==> config.mk <==
export PLATFORM = sky130hd
export DESIGN_NAME = chk_frame_packer
export DESIGN_NICKNAME = d
export VERILOG_FILES = /design/src/rtl/chk_frame_pkg.sv /design/src/rtl/chk_frame_packer.sv
export SDC_FILE = /design/constraint.sdc
export NUM_CORES = 1
export LEC_CHECK = 0
export ABC_AREA = 1
export CAP_MARGIN = 20
export CORE_MARGIN = 4
export CORE_UTILIZATION = 51
export CTS_CLUSTER_SIZE = 16
export DETAILED_ROUTE_END_ITERATION = 6
export PLACE_DENSITY = 0.74
export SLEW_MARGIN = 25
export SYNTH_ARGS = -nofsm -noshare
export SYNTH_HDL_FRONTEND = slang
export SYNTH_SLANG_ARGS = --single-unit
==> constraint.sdc <==
create_clock -name clk -period 2.5 [get_ports clk]
set_input_delay 0.75 -clock clk [delete_from_list [all_inputs] [get_ports clk]]
set_output_delay 0.75 -clock clk [all_outputs]
set_load 0.01 [all_outputs]
==> src/rtl/chk_frame_pkg.sv <==
// chk_frame_pkg
// Shared types and helpers for the checksum framing stages. The transmit
// packer uses it now, and a receive-side checker can reuse it later.
//   state_t     : packer FSM states
//   BYTE_W      : width of a stream byte
//   SOF_DEFAULT : default start-of-frame header byte
//   chk_byte()  : byte that brings a running payload sum to 0 mod 256
package chk_frame_pkg;

  localparam int BYTE_W = 8;

  localparam logic [BYTE_W-1:0] SOF_DEFAULT = 8'hA5;

  typedef enum logic [2:0] {
    IDLE,
    PAY,
    CHK,
    WAIT_OUT,
    DROP
  } state_t;

  // Two's complement of the running sum. Payload plus this byte wraps to 0.
  function automatic logic [BYTE_W-1:0] chk_byte(input logic [BYTE_W-1:0] sum);
    return (~sum) + 8'd1;
  endfunction

endpackage

==> src/rtl/chk_frame_packer.sv <==
// chk_frame_packer
// Wraps a valid/last byte stream into frames of the form
// SOF, payload..., checksum. The checksum makes the payload plus checksum
// sum to 0 mod 256. Payloads longer than MAX_LEN are cut at MAX_LEN and
// closed with a checksum. The rest of that input frame is then discarded.
// Ports:
//   clk, nrst              : clock (rising edge), async active-low reset
//   in_valid/in_data/in_last/in_ready     : input byte stream
//   out_valid/out_data/out_last/out_ready : framed output, one register stage
//   err_overlen            : one-cycle pulse when a frame is truncated
//   frame_cnt              : frames whose checksum byte was accepted (wraps)
module chk_frame_packer
  import chk_frame_pkg::*;
#(
  parameter logic [BYTE_W-1:0] SOF_BYTE = SOF_DEFAULT,
  parameter int                MAX_LEN  = 64
) (
  input  logic              clk,
  input  logic              nrst,
  input  logic              in_valid,
  input  logic [BYTE_W-1:0] in_data,
  input  logic              in_last,
  output logic              in_ready,
  output logic              out_valid,
  output logic [BYTE_W-1:0] out_data,
  output logic              out_last,
  input  logic              out_ready,
  output logic              err_overlen,
  output logic [7:0]        frame_cnt
);

  // len holds the number of payload bytes already taken. The byte being
  // accepted is the last one allowed when len equals MAX_LEN-1.
  localparam logic [7:0] LEN_LAST = 8'(MAX_LEN - 1);

  state_t            state;
  state_t            next_state;
  logic [BYTE_W-1:0] sum;
  logic [7:0]        len;
  logic              trunc;
  logic              free;
  logic              in_fire;
  logic              out_fire;
  logic              at_max;

  assign free     = !out_valid || out_ready;
  assign out_fire = out_valid && out_ready;
  assign in_fire  = in_valid && in_ready;
  assign at_max   = (len == LEN_LAST);

  always_ff @(posedge clk or negedge nrst) begin
    if (!nrst) begin
      state <= IDLE;
    end else begin
      state <= next_state;
    end
  end

  // The PAY and DROP acceptance terms use in_valid and free directly, so
  // this block never reads back its own in_ready output.
  always_comb begin
    next_state = state;
    in_ready   = 1'b0;
    case (state)
      IDLE: begin
        if (in_valid && free) next_state = PAY;
      end
      PAY: begin
        in_ready = free;
        if (in_valid && free && (in_last || at_max)) next_state = CHK;
      end
      CHK: begin
        if (free) next_state = WAIT_OUT;
      end
      WAIT_OUT: begin
        if (out_fire) next_state = trunc ? DROP : IDLE;
      end
      DROP: begin
        in_ready = 1'b1;
        if (in_valid && in_last) next_state = IDLE;
      end
      default: next_state = IDLE;
    endcase
  end

  // When nothing new is loaded, a transferred byte simply empties the
  // output register. A load in the same cycle overrides that.
  always_ff @(posedge clk or negedge nrst) begin
    if (!nrst) begin
      out_valid   <= 1'b0;
      out_data    <= '0;
      out_last    <= 1'b0;
      err_overlen <= 1'b0;
      frame_cnt   <= '0;
      sum         <= '0;
      len         <= '0;
      trunc       <= 1'b0;
    end else begin
      err_overlen <= 1'b0;
      if (out_fire) out_valid <= 1'b0;
      case (state)
        IDLE: begin
          if (in_valid && free) begin
            out_valid <= 1'b1;
            out_data  <= SOF_BYTE;
            out_last  <= 1'b0;
            sum       <= '0;
            len       <= '0;
            trunc     <= 1'b0;
          end
        end
        PAY: begin
          if (in_fire) begin
            out_valid <= 1'b1;
            out_data  <= in_data;
            out_last  <= 1'b0;
            sum       <= sum + in_data;
            len       <= len + 8'd1;
            if (at_max && !in_last) begin
              trunc       <= 1'b1;
              err_overlen <= 1'b1;
            end
          end
        end
        CHK: begin
          if (free) begin
            out_valid <= 1'b1;
            out_data  <= chk_byte(sum);
            out_last  <= 1'b1;
          end
        end
        WAIT_OUT: begin
          if (out_fire) frame_cnt <= frame_cnt + 8'd1;
        end
        DROP: begin
          if (in_fire && in_last) trunc <= 1'b0;
        end
        default: ;
      endcase
    end
  end

endmodule

-- After elaboration in Yosys (flattened, before gate mapping)
Index checks and enable logic that the tools add are counted.
- bitwise operators: 1
- muxes and demuxes: 33
- reductions and logical operators: 20
- add/subtract/negate cells: 4
- eq/ne operators: 13
- operators by type and width (kind ; number):
    8-bit 2-to-1 mux ; 6
    8-bit one-hot mux with 2 select lines ; 2
    8-bit by 1-bit adder with 8-bit output (second input constant) ; 3
    8-bit one-hot mux with 3 select lines ; 1
    3-bit 2-to-1 mux ; 6
    2-bit != test (second input constant) ; 8
    3-bit one-hot mux with 5 select lines ; 1
    1-bit 2-to-1 mux ; 13
    5-bit AND reduction ; 2
    1-bit one-hot mux with 3 select lines ; 3
    8-bit adder ; 1
    8-bit by 6-bit equality test with 1-bit output (second input constant) ; 1
    8-bit inverter ; 1
    1-bit logical AND ; 7
    3-bit by 2-bit equality test with 1-bit output (second input constant) ; 2
    3-bit nonzero test ; 2
    4-bit AND reduction ; 1
    3-bit by 1-bit equality test with 1-bit output (second input constant) ; 1
    3-bit equality test (second input constant) ; 1
    3-bit logical NOT ; 1
    3-bit AND reduction ; 1
    1-bit logical NOT ; 2
    1-bit logical OR ; 2
    1-bit one-hot mux with 2 select lines ; 1
    2 further kinds ; 2
- input bits: 13
- bits in registers: 39
- output and inout port bits: 20

-- Depth between registers and ports, before layout
- word-level depth: 7
- gate-level depth with buffers: 10
- depth with buffers taken out: 10

-- Worst setup path before layout
Ideal clock, no wire load.
- path kind: input to register
- start: input in_data[0]
- end: register sum[4]
- stages on the path: 7
- arrival time: 1914 ps
- setup slack: 469 ps
- setup time: 117 ps
- cell sequence: ha_1 fa_1 nand3_1 nand3_1 or2_2 nand2_1 o21ai_2
- longest elaborated chain between the ends: 3
- RTL lines (what ; line ; source):
    start, declared ; chk_frame_packer.sv:21 ; input logic [BYTE_W-1:0] in_data,
    8-bit adder ; chk_frame_packer.sv:117 ; sum <= sum + in_data;
    8-bit 2-to-1 mux ; chk_frame_packer.sv:113 ; if (in_fire) begin
    8-bit one-hot mux with 2 select lines ; chk_frame_packer.sv:101 ; case (state)
    end signal, assigned ; chk_frame_packer.sv:117 ;
    end, declared ; chk_frame_packer.sv:38 ; logic [BYTE_W-1:0] sum;
Every way passes these cells. The select of a mux whose other input is x is not followed.
A chain may end at the register's enable or synchronous reset.

-- Final worst setup path
- start: input out_ready
- end: output in_ready
- longest elaborated chain between the ends: 2
- RTL lines (what ; line ; source):
    start, declared ; chk_frame_packer.sv:27 ; input logic out_ready,
    1-bit logical OR ; chk_frame_packer.sv:46 ; assign free = !out_valid || out_ready;
    1-bit one-hot mux with 2 select lines ; chk_frame_packer.sv:64 ; case (state)
    end, declared ; chk_frame_packer.sv:23 ; output logic in_ready,
Every way passes these cells.

==> flow_summary.yaml <==
outcome:
  status: "finished clean"
sta:
  tns_ns: 0
  slew-limit-headroom_pct: 65.7
  worst_slew_pin_slew_ns: 0.515
  setup_slack_ns: 0.134
  hold_viol: 0
  maxSlewViolCount: 0
  fin_hold_ws_ns: 0.479
  max_freq_ghz: 0.423
  rsz0062_at_grt: "false"
  setup_viol: 0
  clock_skew_ns: 0.00521
  period_share_pct: 94.7
  min_period_ns: 2.37
yosys:
  synth_compound_area_share_pct: 8.72
  yosysTopAreaCell: "dfrtp_1"
  synthTopCellsByArea: "dfrtp_1 (37%), nand2_1 (17%), nand3_1 (5.7%), ha_1 (4.7%), o21ai_2 (4.6%)"
  synth_nets: 368
  synth.avg_cell_area_sq_um: 7.71
  dominantRegCellSynth: "dfrtp_1"
  seq_area_frac_synth_pct: 36.8
  synth_top_family_by_area: "simple AND/OR/NAND/NOR gates"
  synth_top_cell_area_share_pct: 36.8
  ys_seq_elements: 39
  synth-async-reset-ratio_pct: 100
  synth-xor-area-share_pct: 3.63
  synth_most_common_cell: "nand2_1"
  synth.area.mux_share_pct: 0
  yosysWarningCount: 0
  yosysUniqueCellTypes: 35
  netlist_area_sq_um: 2650
  syn_inst: 344
  yosys-top-cells-count: "nand2_1 (123), dfrtp_1 (39), inv_1 (31)"
  synthAdderAreaFrac_pct: 5.47
  synth_edf_count: 0
  yosys.area_share.simple_pct: 37.6
power_and_ir_drop:
  power.leakage_nw: 1.65
  switching_share_pct: 44.6
  peakVddDrop_mv: 0.632
  power.density_nw_per_um2: 1100
  power_frac_clock_pct: 18.4
  p_total_mw: 3.50
  p_switching_mw: 1.56
  p_comb_share_pct: 53.3
  seqPwrFrac_pct: 28.3
  internal-power_mw: 1.94
global_route:
  grt_pass1_wl_mm: 9.73
  grt_pass1_vias: 2164
  grt_max_degree: 40
  grt_usage_pct: 19.4
  antenna_found_initial: 0
  grt-ovfl-total: 0
cts:
  cts_buffers: 5
  clk_path_buf_depth: 2
  clk_pin_slew_ns: 0.08
  cts_root_buffer: "clkbuf_8"
  holdBufCountCts: 0
  clkSinkCount: 39
  insertion_delay_ns: 0.30
  h-tree-depth: 2
  cts_tree: "built"
critical_path:
  cp_top_family: "buffers and inverters"
  path_buf_inv: 3
  required_ns: 1.75
  crit_top_cell: "nand2_2"
  critPathLaunchType: "primary input"
  worstPathCellList: "clkdlybuf4s50_1 -> inv_2 -> nand2_2 -> nand3_2 -> nand2_2 -> clkbuf_2"
  cp_slowest_cell: "clkdlybuf4s50_1"
  path_max_fanout: 2
  worstSetupEndpointType: "output pin"
  crit_arrival_ns: 1.62
  crit_type: "in2out"
  slowest_delay_ns: 0.50
placed_design:
  hpwl_mm: 4.06
  placed_cell_area_sq_um: 3050
  post-place-ws_ns: -0.274
  port_buffers: 32
  dp_cells: 446
  routabilityCongestion: 0.842
die:
  initial_core_util_pct: 54.4
  pin_count: 33
  coreArea_sq_um: 4880
  die-area_sq_um: 6420
  num_rows: 25
  die_w_um: 80.1
  die_y_um: 80.1
worst_hold_path:
  worst_hold_path_type: "reg2reg"
layout:
  area_growth_pct: 19.8
  drive_gt1_share_pct: 18.6
  antennaDiodeCount: 0
  layout.cells.non_filler: 454
  stdcell_area_sq_um: 3180
  final_util_pct: 65.1
  final_nets: 410
detailed_routing:
  drt-initial-drc-count: 65
  wl_mm: 5.63
  via_per_inst: 5.02
  dr.pass1.iters: 4
  drc: 0
  wl_per_cell_um: 12.4
  via_count: 2277
  ant_nets: 0
flow_run:
  drv_cap: 0
layer usage:
layer,global-route usage [%],wire [um],up-vias
met1,24.8,2660,1044
li1,-,-,1183
met4,7.26,80,0
met2,32.3,2670,44
met5,0,0,-
met3,3.92,224,6
worst min-delay path, cell delays in order (launching register included):
cell and delay, ns:
dfrtp_1 0.35, nand2_1 0.05, nand2_1 0.04
registers in the layout, summed over array words and instances (netlist names):
register / count
out_valid: 1
trunc: 1
err_overlen: 1
out_last: 1
sum: 8
frame_cnt: 8
out_data: 8
state: 3
len: 8
worst paths after layout:
kind / startpoint / to / slack [ns] / cells after the start
worst max-delay path: out_ready / in_ready / 0.13 / 6
worst min-delay path: trunc$_DFFE_PN0P_ / trunc$_DFFE_PN0P_ / 0.48 / 2
worst max register to register: sum[0]$_DFFE_PN0P_ / sum[4]$_DFFE_PN0P_ / 0.78 / 7
worst min register to register: trunc$_DFFE_PN0P_ / trunc$_DFFE_PN0P_ / 0.48 / 2
max in group asynchronous: nrst / len[2]$_DFFE_PN0P_ / 1.64 / 2
min in group asynchronous: nrst / out_last$_DFFE_PN0P_ / 0.51 / 2
power groups by stage:
stage               Combinational (mW)  Sequential (mW)  Clock, mW
floorplan                         1.46             1.01          0
global placement                  1.84            0.999          0
detailed placement                1.88             1.00          0
CTS                               1.89            0.991      0.660
global route                      2.13             1.02      0.690
finish                            1.87            0.991      0.644
cell families (layout without fill, tap and decap cells):
| group | after synthesis | count (layout) |
|---|---|---|
| AO/OA/AOI/OAI | 31 | 31 |
| XOR/XNOR | 11 | 11 |
| adder cells (fa/ha/maj) | 11 | 11 |
| buffers and inverters | 43 | 86 |
| flip-flops | 39 | 39 |
| AND/OR/NAND/NOR | 209 | 209 |
cell type report:
type,count,area (sq um)
Tap cell,67,83.8
Sequential cell,39,976
Clock inverter,3,67.6
Clock buffer,5,68.8
Fill cell,452,1700
Inverter,39,149
Timing Repair Buffer,39,363
Multi-Input combinational cell,262,1470
timing repair:
| action | 4_1_cts | 5_1_grt |
|---|---|---|
| setup endpoints to repair | 1 | 1 |
| resized for setup | 2 | 1 |
| setup buffers | 0 | 0 |
| cloned | 0 | 0 |
cell usage in the layout, fill, tap and decap left out, types with 2 or more instances in the layout:
cell / Yosys / final
buf_4: 1 / 7
nand2_1: 123 / 123
xor2_1: 9 / 9
bufinv_16: 0 / 2
nand2_4: 2 / 2
ha_1: 10 / 10
a21oi_1: 4 / 4
inv_2: 7 / 7
dfrtp_1: 39 / 39
nor2_1: 14 / 14
nand4_1: 4 / 4
o21ai_0: 7 / 7
clkbuf_8: 0 / 5
nand2_8: 2 / 2
nor2_2: 4 / 4
o21ai_2: 14 / 14
xnor2_1: 2 / 2
nor3_1: 2 / 2
or2_2: 7 / 7
nor2_4: 2 / 2
nand2_2: 12 / 12
inv_1: 31 / 31
clkdlybuf4s50_1: 0 / 30
nand3b_1: 3 / 3
o21ai_1: 2 / 2
nand3_1: 30 / 30
Note: power is estimated with default switching activity, not from simulation.
